**src/rtl/tm_ctrl.sv**
```systemverilog
// tm_ctrl: Turing-machine sequencer in front of the tape cache.
// Each step latches the symbol under the head, matches (machine state, symbol)
// against a 2**RULE_BITS entry rule table (lowest index wins), and then halts,
// faults, or issues one move/move_done handshake to the tape.
//
// Optional build macro: TM_CTRL_SINGLE_STEP_EN adds step_i. In that build
// FETCH waits for a step_i pulse, seen at or after tape_valid_i, before LOOKUP.
//
// Ports:
//   clk, rst_n                 clock, asynchronous active-low reset
//   start_i / stop_i           run control pulses
//   step_i                     single-step pulse (TM_CTRL_SINGLE_STEP_EN only)
//   prog_we_i/idx_i/data_i     rule write port, accepted only while idle
//   tape_data_i/valid_i        symbol under the head
//   move_o/dir_o/data_o        move request to the tape; move_done_i completes it
//   busy_o, halted_o, fault_o  run status
//   mstate_o, steps_o          machine state and saturating completed-move count
module tm_ctrl #(
    parameter  int unsigned STATE_BITS = 4,
    parameter  int unsigned RULE_BITS  = 4,
    localparam int unsigned RULE_W     = 2 * STATE_BITS + 19
) (
    input  logic                  clk,
    input  logic                  rst_n,
    input  logic                  start_i,
    input  logic                  stop_i,
`ifdef TM_CTRL_SINGLE_STEP_EN
    input  logic                  step_i,
`endif
    input  logic                  prog_we_i,
    input  logic [RULE_BITS-1:0]  prog_idx_i,
    input  logic [RULE_W-1:0]     prog_data_i,
    input  logic [7:0]            tape_data_i,
    input  logic                  tape_valid_i,
    output logic                  move_o,
    output logic                  move_dir_o,
    output logic [7:0]            move_data_o,
    input  logic                  move_done_i,
    output logic                  busy_o,
    output logic                  halted_o,
    output logic                  fault_o,
    output logic [STATE_BITS-1:0] mstate_o,
    output logic [15:0]           steps_o
);

    localparam int unsigned RULE_N = 1 << RULE_BITS;

    typedef struct packed {
        logic                  en;
        logic                  halt;
        logic                  dir;
        logic [7:0]            wr_sym;
        logic [STATE_BITS-1:0] nxt_state;
        logic [7:0]            match_sym;
        logic [STATE_BITS-1:0] cur_state;
    } rule_t;

    typedef enum logic [2:0] {
        S_IDLE, S_FETCH, S_LOOKUP, S_MOVE, S_HALT, S_FAULT
    } ctrl_t;

    ctrl_t                 state_q, state_d;
    rule_t                 rules_q [RULE_N];
    logic [STATE_BITS-1:0] mstate_q;
    logic [STATE_BITS-1:0] nxt_q;
    logic [7:0]            sym_q;
    logic [15:0]           steps_q;
    logic                  stop_pend_q, stop_pend_d;
    logic                  busy;
    logic                  fetch_go;

    logic                  hit;
    logic                  hit_halt;
    logic                  hit_dir;
    logic [7:0]            hit_wr;
    logic [STATE_BITS-1:0] hit_nxt;

    logic ld_sym, ld_move, ld_halt, commit, clr_run;

    assign busy = (state_q == S_FETCH) || (state_q == S_LOOKUP) || (state_q == S_MOVE);

`ifdef TM_CTRL_SINGLE_STEP_EN
    assign fetch_go = tape_valid_i & step_i;
`else
    assign fetch_go = tape_valid_i;
`endif

    // Priority match: scan downward so the lowest matching index is kept.
    always_comb begin
        hit      = 1'b0;
        hit_halt = 1'b0;
        hit_dir  = 1'b0;
        hit_wr   = 8'h00;
        hit_nxt  = '0;
        for (int i = int'(RULE_N) - 1; i >= 0; i--) begin
            if (rules_q[i].en && (rules_q[i].cur_state == mstate_q) &&
                (rules_q[i].match_sym == sym_q)) begin
                hit      = 1'b1;
                hit_halt = rules_q[i].halt;
                hit_dir  = rules_q[i].dir;
                hit_wr   = rules_q[i].wr_sym;
                hit_nxt  = rules_q[i].nxt_state;
            end
        end
    end

    // Control state register.
    always_ff @(posedge clk or negedge rst_n) begin
        if (!rst_n) state_q <= S_IDLE;
        else        state_q <= state_d;
    end

    // Next-state and datapath strobes; stop wins over start only while busy.
    always_comb begin
        state_d     = state_q;
        stop_pend_d = 1'b0;
        ld_sym      = 1'b0;
        ld_move     = 1'b0;
        ld_halt     = 1'b0;
        commit      = 1'b0;
        clr_run     = 1'b0;
        case (state_q)
            S_IDLE, S_HALT, S_FAULT: begin
                if (start_i) begin
                    state_d = S_FETCH;
                    clr_run = 1'b1;
                end
            end
            S_FETCH: begin
                if (stop_i) begin
                    state_d = S_HALT;
                end else if (fetch_go) begin
                    state_d = S_LOOKUP;
                    ld_sym  = 1'b1;
                end
            end
            S_LOOKUP: begin
                if (stop_i) begin
                    state_d = S_HALT;
                end else if (!hit) begin
                    state_d = S_FAULT;
                end else if (hit_halt) begin
                    state_d = S_HALT;
                    ld_halt = 1'b1;
                end else begin
                    state_d = S_MOVE;
                    ld_move = 1'b1;
                end
            end
            S_MOVE: begin
                // A move in flight always completes; stop only redirects the exit.
                if (move_done_i) begin
                    commit  = 1'b1;
                    state_d = (stop_i || stop_pend_q) ? S_HALT : S_FETCH;
                end else begin
                    stop_pend_d = stop_pend_q | stop_i;
                end
            end
            default: state_d = S_IDLE;
        endcase
    end

    // Machine datapath and rule table.
    always_ff @(posedge clk or negedge rst_n) begin
        if (!rst_n) begin
            mstate_q    <= '0;
            nxt_q       <= '0;
            sym_q       <= 8'h00;
            steps_q     <= 16'h0000;
            stop_pend_q <= 1'b0;
            move_dir_o  <= 1'b0;
            move_data_o <= 8'h00;
            for (int i = 0; i < int'(RULE_N); i++) rules_q[i] <= '0;
        end else begin
            stop_pend_q <= stop_pend_d;
            if (ld_sym) sym_q <= tape_data_i;
            if (ld_move) begin
                nxt_q       <= hit_nxt;
                move_dir_o  <= hit_dir;
                move_data_o <= hit_wr;
            end
            if (clr_run) begin
                mstate_q <= '0;
                steps_q  <= 16'h0000;
            end else if (ld_halt) begin
                mstate_q <= hit_nxt;
            end else if (commit) begin
                mstate_q <= nxt_q;
                if (steps_q != 16'hFFFF) steps_q <= steps_q + 16'd1;
            end
            if (prog_we_i && !busy) rules_q[prog_idx_i] <= rule_t'(prog_data_i);
        end
    end

    assign move_o   = (state_q == S_MOVE);
    assign busy_o   = busy;
    assign halted_o = (state_q == S_HALT) || (state_q == S_FAULT);
    assign fault_o  = (state_q == S_FAULT);
    assign mstate_o = mstate_q;
    assign steps_o  = steps_q;

endmodule

```
**config.mk**
```make
export PLATFORM = sky130hd
export DESIGN_NAME = tm_ctrl
export DESIGN_NICKNAME = d
export VERILOG_FILES = /design/src/rtl/tm_ctrl.sv
export SDC_FILE = /design/constraint.sdc
export NUM_CORES = 1
export LEC_CHECK = 0
export ABC_CLOCK_PERIOD_IN_PS = 4600
export BUFFER_PORTS_ARGS = -buffer_cell sky130_fd_sc_hd__buf_2
export CAP_MARGIN = 25
export CORE_MARGIN = 5
export CORE_UTILIZATION = 35
export CTS_CLUSTER_SIZE = 14
export DETAILED_ROUTE_END_ITERATION = 10
export SLEW_MARGIN = 10
export SYNTH_ARGS = -nofsm -noshare
export SYNTH_HDL_FRONTEND = slang
export SYNTH_SLANG_ARGS = --single-unit
```
**constraint.sdc**
```tcl
create_clock -name clk -period 4.6 [get_ports clk]
set_input_delay 0.46 -clock clk [delete_from_list [all_inputs] [get_ports clk]]
set_output_delay 0.46 -clock clk [all_outputs]
set_load 0.02 [all_outputs]
```
Word level (Yosys, flattened, before mapping)
Index checks and enable logic that the tools add are counted.

cells by class
  add/subtract/negate cells = 1
  magnitude comparators = 2
  eq/ne operators = 42
  mux-type cells = 116
  bitwise gates (word level) = 2
  reductions and logical operators = 46

operator list
  cell                                                                  count
  432-bit bitwise mux                                                   1
  8-bit == test                                                         16
  8-bit 2-to-1 mux                                                      16
  27-bit demux with 4-bit select                                        1
  4-bit 2-to-1 mux                                                      19
  1-bit 2-to-1 mux                                                      65
  4-bit == test                                                         16
  16-bit 2-to-1 mux                                                     4
  1-bit logical AND                                                     34
  27-bit 2-to-1 mux                                                     1
  3-bit 2-to-1 mux                                                      8
  16-bit by 1-bit adder with 16-bit output, second input constant       1
  16-bit != test, second input constant                                 1
  3-bit one-hot mux with 4 select lines                                 1
  3-bit by 2-bit == test with 1-bit output, second input constant       2
  3-bit == test, second input constant                                  2
  3-bit AND reduction                                                   2
  5-bit >= comparator, second input constant                            1
  5-bit by 1-bit < comparator with 1-bit output, second input constant  1
  4-bit inverter with 5-bit output                                      1
  1-bit logical OR                                                      4
  2-bit by 1-bit != test with 1-bit output, second input constant       2
  2-bit nonzero test                                                    2
  3-bit by 1-bit == test with 1-bit output, second input constant       1
  7 further kinds                                                       7

word-level totals
  register bits = 477
  input bits = 46
  output and inout bits = 33
  word-level logic and storage cells = 329

Longest topological paths before layout
Gate-level depths: netlist of run 1.

  depth in word-level cells = 25
  mapped depth = 13

Worst setup path after synthesis of run 1
Ideal clock, no wire load.

  kind = flip-flop to flip-flop
  start point = register mstate_q[3] (netlist: mstate_o[3])
  end point = register mstate_q[2] (netlist: mstate_o[2])
  arrival time = 3.005 ns
  setup slack = 1.468 ns
  stages on the path, launching flop included = 13
  period minus slack after synthesis = 3.132 ns
  cells stage by stage = dfrtp_1 -> buf_6 -> buf_6 -> xnor2_2 -> nand3_1 -> or2_0 -> or4_1 -> a311oi_1 -> o211ai_1 -> a31oi_2 -> nor2b_1 -> buf_4 -> mux2_1

on the way
  cells in the longest elaborated chain, start to end = 25
  elaborated cells between the ends (all ways) = 103

ends and longest elaborated chain
  element                         line  source
  start, declared                 64    logic [STATE_BITS-1:0] mstate_q;
  start signal, assigned          186   mstate_q <= hit_nxt;
  start signal, assigned          188   mstate_q <= nxt_q;
  4-bit == test                   96    if (rules_q[i].en && (rules_q[i].cur_state == mstate_q) &&
  1-bit logical AND (2 in a row)  96
  1-bit 2-to-1 mux (16 in a row)  96
  1-bit 2-to-1 mux                142   end else if (hit_halt) begin
  1-bit 2-to-1 mux                140   end else if (!hit) begin
  1-bit 2-to-1 mux                138   if (stop_i) begin
  1-bit 2-to-1 mux                122   case (state_q)
  4-bit 2-to-1 mux                185   end else if (ld_halt) begin
  4-bit 2-to-1 mux                182   if (clr_run) begin

Parallel ways exist; a longest one is shown, timed or not.
A chain may end at the register's enable or synchronous reset.

Worst setup path in the final report of run 1
  start point = register sym_q[0]
  end point = register move_dir_o

on the way
  cells in the longest elaborated chain, start to end = 22
  elaborated cells between the ends (all ways) = 84

ends and longest elaborated chain
  element                         line  source
  start, declared                 66    logic [7:0] sym_q;
  start signal, assigned          176   if (ld_sym) sym_q <= tape_data_i;
  8-bit == test                   97    (rules_q[i].match_sym == sym_q)) begin
  1-bit logical AND               96
  1-bit 2-to-1 mux (16 in a row)  96
  1-bit 2-to-1 mux                142
  1-bit 2-to-1 mux                140
  1-bit 2-to-1 mux                138
  1-bit 2-to-1 mux                122
  end signal, assigned            179   move_dir_o <= hit_dir;
  end, declared                   36    output logic move_dir_o,

Parallel ways exist; a longest one is shown, timed or not.

==> metrics.txt, run 1 <==
ranking of synthesized cells by area dfrtp_1, mux2_2, xnor2_1; Vias 15900; clock root cell clkbuf_16; Die ar. 0.0719 mm2; first-pass GRT wire length 102 mm; PD cells 639 mW/mm2; via/cell ratio 5.43; post-DP HPWL 43.6 mm; post-CTS sizing 0; Final Hold Violating Endpoints 16; Starting Density 35.4%; clk slew on worst S/H paths 0.06 ns; layout cells sized above 1 34.0%; Worst setup SP type flip-flop; status finished with violations; worst skew pair latency 0.59 ns; WHS -0.0273 ns; Setup violations, final 0; number of remaining DRC errors 0; leakage power 0.0113 uW; post-DR wirelength/cell 22.5 um; DIE HEIGHT 268 um; area grow syn2layout 13.5%; Port Buffers 78; initial antenna violation count 2; min-delay worst type in2async; setup bufs post-CTS 0; Post-Syn Instances 1949; die width 268 um; buffer depth of the longest clock path 3; Synth area leader dfrtp_1; via count of the first global-routing pass 16400; fin util 40.1%; Slew @ Worst Pin 1.10 ns; final worst path period need 4.18 ns; Syn Area/Cell 12.0 um2; most frequent cell after synthesis dfrtp_1; drt total wl 65.7 mm; H-tree depth 2; Final Skew 0.0279 ns; prevailing post-synth register cell dfrtp_1; Detailed Route Iter0 Violations 1339; failing checks negative hold slack; slew margin rel. 24.7%; fin. max-slew vios 0; crit path DAT 4.71 ns; area share of the largest cell type after synthesis 51.2%; Routed Antenna Nets 0; CTS tree done; Peak VDD IR 0.000303 V; setup_tns 0 ns; GP Congestion 0.910; largest net degree at the start of global routing 120; Post-synth EDFFs 0; crit path max fanout 10; NumNets Final 2060; top post-synthesis cells by count dfrtp_1, mux2_2, xnor2_1, nand2_1, clkbuf_1; Synth cell types 67; RSZ-0062 raised after global routing false; I/O Pins 79; Setup WS post-layout 0.424 ns; Setup crit end kind flip-flop; grt ovf 0; placed instance area 0.0248 mm2; Setup Slack @ Placement 0.503 ns; mapped cell area 0.0233 mm2; Ys Warns 0; gr usage total 18.1%; CTS buffer count 50; crit share post-route 90.8%; Max-cap violations 0; final instance area 0.0265 mm2; CTS Sinks 477; post-synthesis sequential area ratio 51.2%; number of synthesized register bits 477; row cnt 94; Core Region 0.0660 mm2; critical path class reg2reg; syn_nets 1996; Pre-antenna DRT Iters 5; Fmax 239 MHz; CTS Hold Bufs 0; Crit path required time 5.14 ns; asr flop ratio synth 100%
-- critical path, cell delays in order, from the launching register on --
cell and delay, ns:
dfrtp_1 0.77, buf_4 0.30, xnor2_2 0.13, nand4_1 0.11, nor4_1 0.83, nor2b_1 0.23
buf_4 0.19, a221oi_1 0.08, o311ai_0 0.68, a21oi_1 0.26, o31ai_1 0.32, mux2_2 0.20
-- report_power, final --
part | switching [uW] | internal [uW]
clock network | 1730 | 2380
logic | 2520 | 2810
registers | 1320 | 6170
total | 5560 | 11400
-- area by class of cell --
class / count / area, um2
timing repair buffer: 143 / 981
sequential: 477 / 11900
clock inverter: 24 / 256
fill: 6208 / 39500
multi-input combinational: 1309 / 10700
tap: 864 / 1080
clock buffer: 69 / 1410
antenna: 3 / 7.51
inverter: 32 / 120
-- kinds of logic after synthesis --
group,count (synthesis),synth area share (%)
buf+inv,163,3.44
flops,477,51.2
compound gates,207,5.89
fa+ha+maj,1,0.0536
mux,447,21.6
simple gates,449,9.89
xor+xnor,205,7.92
-- layer usage --
| layer | track usage [%] | part of all wire [%] | wire length, um |
|---|---|---|---|
| met5 | 0 | 0 | 0 |
| met4 | 4.21 | 2.1 | 1380 |
| met2 | 29.6 | 47 | 31000 |
| met1 | 25.5 | 45 | 29800 |
| met3 | 3.08 | 5.3 | 3460 |
-- cells in the final DEF (no fill, tap or decap), drive strengths merged, types with 7 or more instances in the layout --
| master | instances |
|---|---|
| dfrtp | 477 |
| a21oi | 34 |
| buf | 142 |
| mux2i | 16 |
| xor2 | 13 |
| mux2 | 431 |
| nor4 | 22 |
| o31ai | 12 |
| clkbuf | 69 |
| o21ai | 75 |
| o2111ai | 9 |
| nor2 | 83 |
| nand2b | 9 |
| inv | 34 |
| nand2 | 125 |
| nor3 | 32 |
| clkinv | 14 |
| nor2b | 14 |
| xnor2 | 192 |
| or4 | 16 |
| nand4 | 56 |
| a221oi | 26 |
| o311ai | 11 |
| nand3 | 50 |
| nand3b | 11 |
| and4 | 7 |
| or2 | 9 |
-- state kept, by name, indices dropped and copies added, names as in the netlist --
name and count:
move_dir_o 1, stop_pend_q 1, mstate_o 4, sym_q 8, state_q 3, nxt_q 4
move_data_o 8, rules_q 432, steps_o 16
-- through the flow --
step                hold WS [ns]  cells  power [uW]
detailed placement         0.490   2824       12800
finish                   -0.0273   2921       16900
floorplan                  0.164   1949       11300
CTS                       0.0308   2917       17000
global route              0.0474   2919       17900
global placement           0.481   2824       12600
-- path summary, 6_finish.rpt --
path / from / end / slack (ns) / depth (start not counted)
setup reg to reg: sym_q[0] / move_dir_o / 0.42 / 11
hold reg to reg: rules_q[425] / rules_q[425] / 0.50 / 1
hold / removal: rst_n / rules_q[290] / -0.03 / 1
max in group asynchronous: rst_n / rules_q[83] / 3.48 / 2
setup / recovery: sym_q[0] / move_dir_o / 0.42 / 11
min in group clk: move_done_i / stop_pend_q / 0.06 / 2
Power figures use the tool's default switching activity.
==> run 2, diff against run 1 <==
ABC_CLOCK_PERIOD_IN_PS = 4800   (was 4600)
CORE_ASPECT_RATIO = 1.4   (was unset)
clock period = 4.8 ns   (was 4.6 ns; I/O delays follow)
==> run 2 against run 1 <==
The run still ends with negative hold slack left. Hold slack gained 0.0042 ns. Highest routed layer unchanged. Global-route usage is 0.59 points lower. Largest cell class unchanged. Core utilization about the same. Clock power is 9.7% higher. Critical endpoint is now move_data_o[7]. Power decreased by 1.6%. Via count shrank 1.0%. Die area up 0.10%. Critical path depth up 1. Design area up 0.75%.
==> metrics.txt, run 2 (same netlist as run 1, synthesis figures left out) <==
RSZ-0062 raised after global routing false; gr usage total 17.5% (-0.59 points); via/cell ratio 5.41 (-0.51%); depth of the worst register-to-register path 12 (+1); Routed Antenna Nets 0 (unchanged); Setup violations, final 0 (unchanged); met1 WL 26.2 mm (-12%); Die ar. 0.0720 mm2 (+0.10%); Peak VDD IR 0.000370 V (+22%); leakage power 0.0114 uW (+0.89%); met2 routed WL 32.8 mm (+5.8%); DIE HEIGHT 315 um (+18%); Final Skew 0.0315 ns (+0.00361 ns); PD cells 624 mW/mm2 (-2.4%); most used cell, CP buf_4; row cnt 112 (+19%); slew margin rel. 23.4% (-1.3 points); post-DP HPWL 42.5 mm (-2.6%); CTS Hold Bufs 0 (unchanged); Filler Cell Count 6300 (+1.5%); drt total wl 64.1 mm (-2.5%); Slowest-stage cell, CP o311ai_0; Top reg by flops rules_q; Max-cap violations 0 (unchanged); min-delay worst type in2async; Pre-antenna DRT Iters 6 (+1); Slew @ Worst Pin 1.13 ns (+0.0342 ns); die width 228 um (-15%); buffer depth of the longest clock path 3 (unchanged); NumNets Final 2056 (-0.19%); fin. max-slew vios 0 (unchanged); WHS -0.0232 ns (+0.00417 ns); met3 routed WL 2.35 mm (-32%); Sequential Area 0.0119 mm2 (unchanged); I/O Pins 79 (unchanged); H-tree depth 2 (unchanged); failing checks negative hold slack; Critical Path, Cell by Cell buf_4, xnor2_1, nand4_1, nor4_1, buf_4, nor2b_1, buf_4, a221oi_1, o311ai_0, a21oi_1, o31ai_1, mux2_2; Vias 15700 (-1.0%); Setup crit end kind flip-flop; PnR Total Power 16700 uW (-1.6%); CP delay by family, top compound AO/OA/AOI/OAI gates; post-DR wirelength/cell 22.0 um (-2.0%); worst skew pair latency 0.61 ns (+0.02 ns); clk slew on worst S/H paths 0.06 ns (about the same); Core Region 0.0664 mm2 (+0.67%); Starting Density 35.1% (-0.24 points); max FFs per register 432 (unchanged); Worst setup SP type flip-flop; area grow syn2layout 14.3%; setup bufs post-CTS 0 (unchanged); initial antenna violation count 2 (unchanged); CTS tree done; crit path max fanout 12 (+2); CP Depth 12 (+1); largest net degree at the start of global routing 121 (+0.83%); Port Buffers 78 (unchanged); most frequent cells in the layout dfrtp_1, mux2_2, xnor2_1; top sig layer met4; Worst Path Buf+Inv 3 (+1); Crit path required time 5.34 ns (+0.20 ns); Detailed Route Iter0 Violations 924 (-31%); layout cells sized above 1 34.1% (+0.051 points); post-CTS sizing 0 (unchanged); Fmax 220 MHz (-8.3%); number of remaining DRC errors 0 (unchanged); status finished with violations; critical path class reg2reg; grt ovf 0 (unchanged); Largest stage delay, worst path 0.94 ns (+0.11 ns); area of the multi-input gates 0.0107 mm2 (unchanged); first-pass GRT wire length 99.2 mm (-2.4%); crit share post-route 94.9% (+4.1 points); clock root cell clkbuf_16; most common cell after layout, fill and taps aside dfrtp_1; crit path DAT 5.09 ns (+0.38 ns); setup_tns 0 ns (unchanged); GP Congestion 0.890 (-2.2%); CTS Sinks 477 (unchanged); Final Hold Violating Endpoints 5 (-11); via count of the first global-routing pass 16500 (+0.67%); final worst path period need 4.55 ns (+0.377 ns); CTS buffer count 50 (unchanged)
-- run 2: cell count changes in the layout (fill, tap and decap cells not counted), moves of 2 or more --
| cell | delta |
|---|---|
| bufinv_16 | +11 |
| clkbuf_1 | -4 |
| clkbuf_8 | -3 |
| clkinv_2 | -3 |
| buf_4 | -2 |
| clkinv_4 | -2 |
| inv_6 | -2 |
-- run 2: path summary, 6_finish.rpt --
check	slack, ns	startpoint	to
worst min-delay path	-0.02	rst_n	rules_q[127]
worst max-delay path	0.25	sym_q[3]	move_data_o[7]
worst max register to register	0.25	sym_q[3]	move_data_o[7]
max in group asynchronous	3.69	rst_n	rules_q[402]
min in group clk	0.08	move_done_i	stop_pend_q
worst min register to register	0.50	rules_q[231]	rules_q[231]
-- run 2: metrics by stage --
step	setup WS, ns	hold slack (ns)	util (%)	cells	instance area (um2)
final	0.247	-0.0232	40.2	2906	26700
after floorplan	1.67	0.184	-	1949	23300
after global routing	0.255	0.0556	40.1	2904	26700
after global placement	0.390	0.474	37.2	2812	24700
after CTS	0.321	0.0199	40.1	2903	26700
after detailed placement	0.342	0.490	37.2	2812	24700
-- run 2: layout make-up --
cell class,instances,share of cell area (%)
Timing Repair Buffer,139,3.50
Tap cell,855,4.01
Antenna cell,3,0.0281
Sequential cell,477,44.8
Inverter,32,0.450
Clock buffer,63,5.18
Multi-Input combinational cell,1309,40.0
Clock inverter,28,2.05
-- run 2: power by group --
| group | internal, uW | total (uW) | switching (uW) |
|---|---|---|---|
| logic | 2700 | 4990 | 2290 |
| clock network | 2840 | 4510 | 1670 |
| registers | 5910 | 7150 | 1240 |
| total | 11400 | 16700 | 5200 |
-- run 2: metal layers --
layer  global-route usage, %  vias to the layer above
met5                       0                        -
met4                    7.97                        0
met3                    2.22                      151
met2                    31.2                      399
li1                        -                     7067
met1                    21.3                     8092
==> run 3, diff against run 2 <==
MAX_ROUTING_LAYER = met4   (was unset)
==> run 3 against run 2 <==
Clock-buffer cell count unchanged. Global-route usage increased by 0.53 points. The flow still finishes with violations (negative hold slack). Maximum frequency is 1.5% higher. Power barely moved.
==> metrics.txt, run 3 (same netlist as run 1, synthesis figures left out) <==
status finished with violations; failing checks negative hold slack; CTS Sinks 477 (unchanged); depth of the worst register-to-register path 12 (unchanged); max FFs per register 432 (unchanged); layout cells sized above 1 34.1% (unchanged); Post-Layout Cell Count 2905 (-0.034%); most common cell after layout, fill and taps aside dfrtp_1; Psw 5210 uW (about the same); buffer depth of the longest clock path 3 (unchanged); Starting Density 35.1% (unchanged); via/cell ratio 5.41 (+0.12%); CTS tree done; CP startpoint sym_q[3]; clock power share 27.1% (about the same); Detailed Route Iter0 Violations 929 (+0.54%); GP Congestion 0.905 (+1.7%); drt total wl 64.1 mm (about the same); number of remaining DRC errors 0 (unchanged); Routed Antenna Nets 0 (unchanged); Crit Reg-Reg Startpoint sym_q[3]; setup bufs post-CTS 0 (unchanged); RSZ-0062 raised after global routing false; fin util 40.2% (about the same); WHS -0.0200 ns (+0.00315 ns); Final Skew 0.0306 ns (-0.000887 ns); clk slew on worst S/H paths 0.06 ns (about the same); grt ovf 0 (unchanged); final worst path period need 4.49 ns (-0.0653 ns); critical path class reg2reg; first-pass GRT wire length 99.2 mm (about the same); Slew @ Worst Pin 1.12 ns (-0.0182 ns); Cell Int Power 11400 uW (about the same); final instance area 0.0267 mm2 (about the same); area grow syn2layout 14.3% (about the same); clock root cell clkbuf_16; Port Buffers 78 (unchanged); PnR Total Power 16700 uW (about the same); CTS buffer count 50 (unchanged); leakage power 0.0114 uW (unchanged); fin. max-slew vios 0 (unchanged); DIE HEIGHT 315 um (unchanged); Sw Ratio 31.3% (about the same); most frequent cells in the layout dfrtp_1, mux2_2, xnor2_1; NumNets Final 2056 (unchanged); Setup violations, final 0 (unchanged); Sequential Power Share 42.9% (about the same); Die ar. 0.0720 mm2 (unchanged); H-tree depth 2 (unchanged); Final Hold Violating Endpoints 8 (+3); crit path max fanout 12 (unchanged); via count of the first global-routing pass 16500 (+0.15%); slew margin rel. 24.6% (+1.2 points); Crit path required time 5.34 ns (about the same); die width 228 um (unchanged); initial antenna violation count 2 (unchanged); Peak VDD IR 0.000369 V (-0.26%); Vias 15700 (+0.083%); post-DR wirelength/cell 22.1 um (about the same); Fmax 223 MHz (+1.5%); post-CTS sizing 0 (unchanged); Pre-antenna DRT Iters 5 (-1); Filler Cell Count 6302 (+0.032%); power share of the combinational group 29.9% (about the same); min-delay worst type in2async; crit path DAT 5.03 ns (-0.06 ns); Top reg by flops rules_q; placed instance area 0.0247 mm2 (unchanged); row cnt 112 (unchanged); gr usage total 18.0% (+0.53 points); Core Region 0.0664 mm2 (unchanged); crit share post-route 93.5% (-1.4 points); worst skew pair latency 0.62 ns (about the same); Worst setup SP type flip-flop; setup_tns 0 ns (unchanged); Setup crit end kind flip-flop; I/O Pins 79 (unchanged); CTS Hold Bufs 0 (unchanged); post-DP HPWL 42.5 mm (unchanged); placed instance count 2812 (unchanged); largest net degree at the start of global routing 121 (unchanged); PD cells 624 mW/mm2 (about the same); Max-cap violations 0 (unchanged)
[run 3: changes by cell type in the layout (fill, tap and decap cells not counted)]
cell     change
diode_2      -1
[run 3: worst max-delay path, stage by stage (launching register included)]
cell      delay (ns)
dfrtp_1         0.89
buf_4           0.25
xnor2_1         0.18
nand4_1         0.14
nor4_1          0.42
buf_4           0.23
nor2b_1         0.15
buf_4           0.19
a221oi_1        0.09
o311ai_0        0.92
a21oi_1         0.30
o31ai_1         0.43
mux2_2          0.23
[run 3: power by group through the flow]
stage                     Combinational [uW]  Clock [uW]  Sequential, uW
final                                   4990        4520            7150
after global routing                    5440        4770            7370
after CTS                               5040        4600            7140
after detailed placement                5020           0            7200
after global placement                  4870           0            7120
after floorplan                         4050           0            6820
[run 3: per-layer routing]
layer / routed length (um) / GRT usage, % / share of wire, %
met3: 2010 / 2.13 / 3.1
met5: 0 / - / 0
met2: 32500 / 31.1 / 51
met4: 3000 / 8.31 / 4.7
met1: 26500 / 21.3 / 41
[run 3: final timing paths]
kind                                  end  slack (ns)
setup / recovery           move_data_o[7]        0.31
hold / removal                rules_q[19]       -0.02
setup reg to reg           move_data_o[7]        0.31
hold reg to reg              rules_q[236]        0.50
max in group asynchronous    rules_q[429]        3.71
min in group clk              stop_pend_q        0.08
[run 3: metrics by stage]
stage	setup WS, ns	hold WS, ns
2_1_floorplan	1.67	0.184
3_3_place_gp	0.390	0.474
3_5_place_dp	0.342	0.490
4_1_cts	0.321	0.0199
5_1_grt	0.260	0.0522
6_report	0.312	-0.0200
[run 3: layout make-up]
type                            instances  area [um2]  share of cell area (%)
Multi-Input combinational cell       1309       10700                    40.0
Sequential cell                       477       11900                    44.8
Clock inverter                         28         546                    2.05
Clock buffer                           63        1380                    5.18
Antenna cell                            2        5.00                  0.0188
Inverter                               32         120                   0.450
Tap cell                              855        1070                    4.01
Timing Repair Buffer                  139         933                    3.50
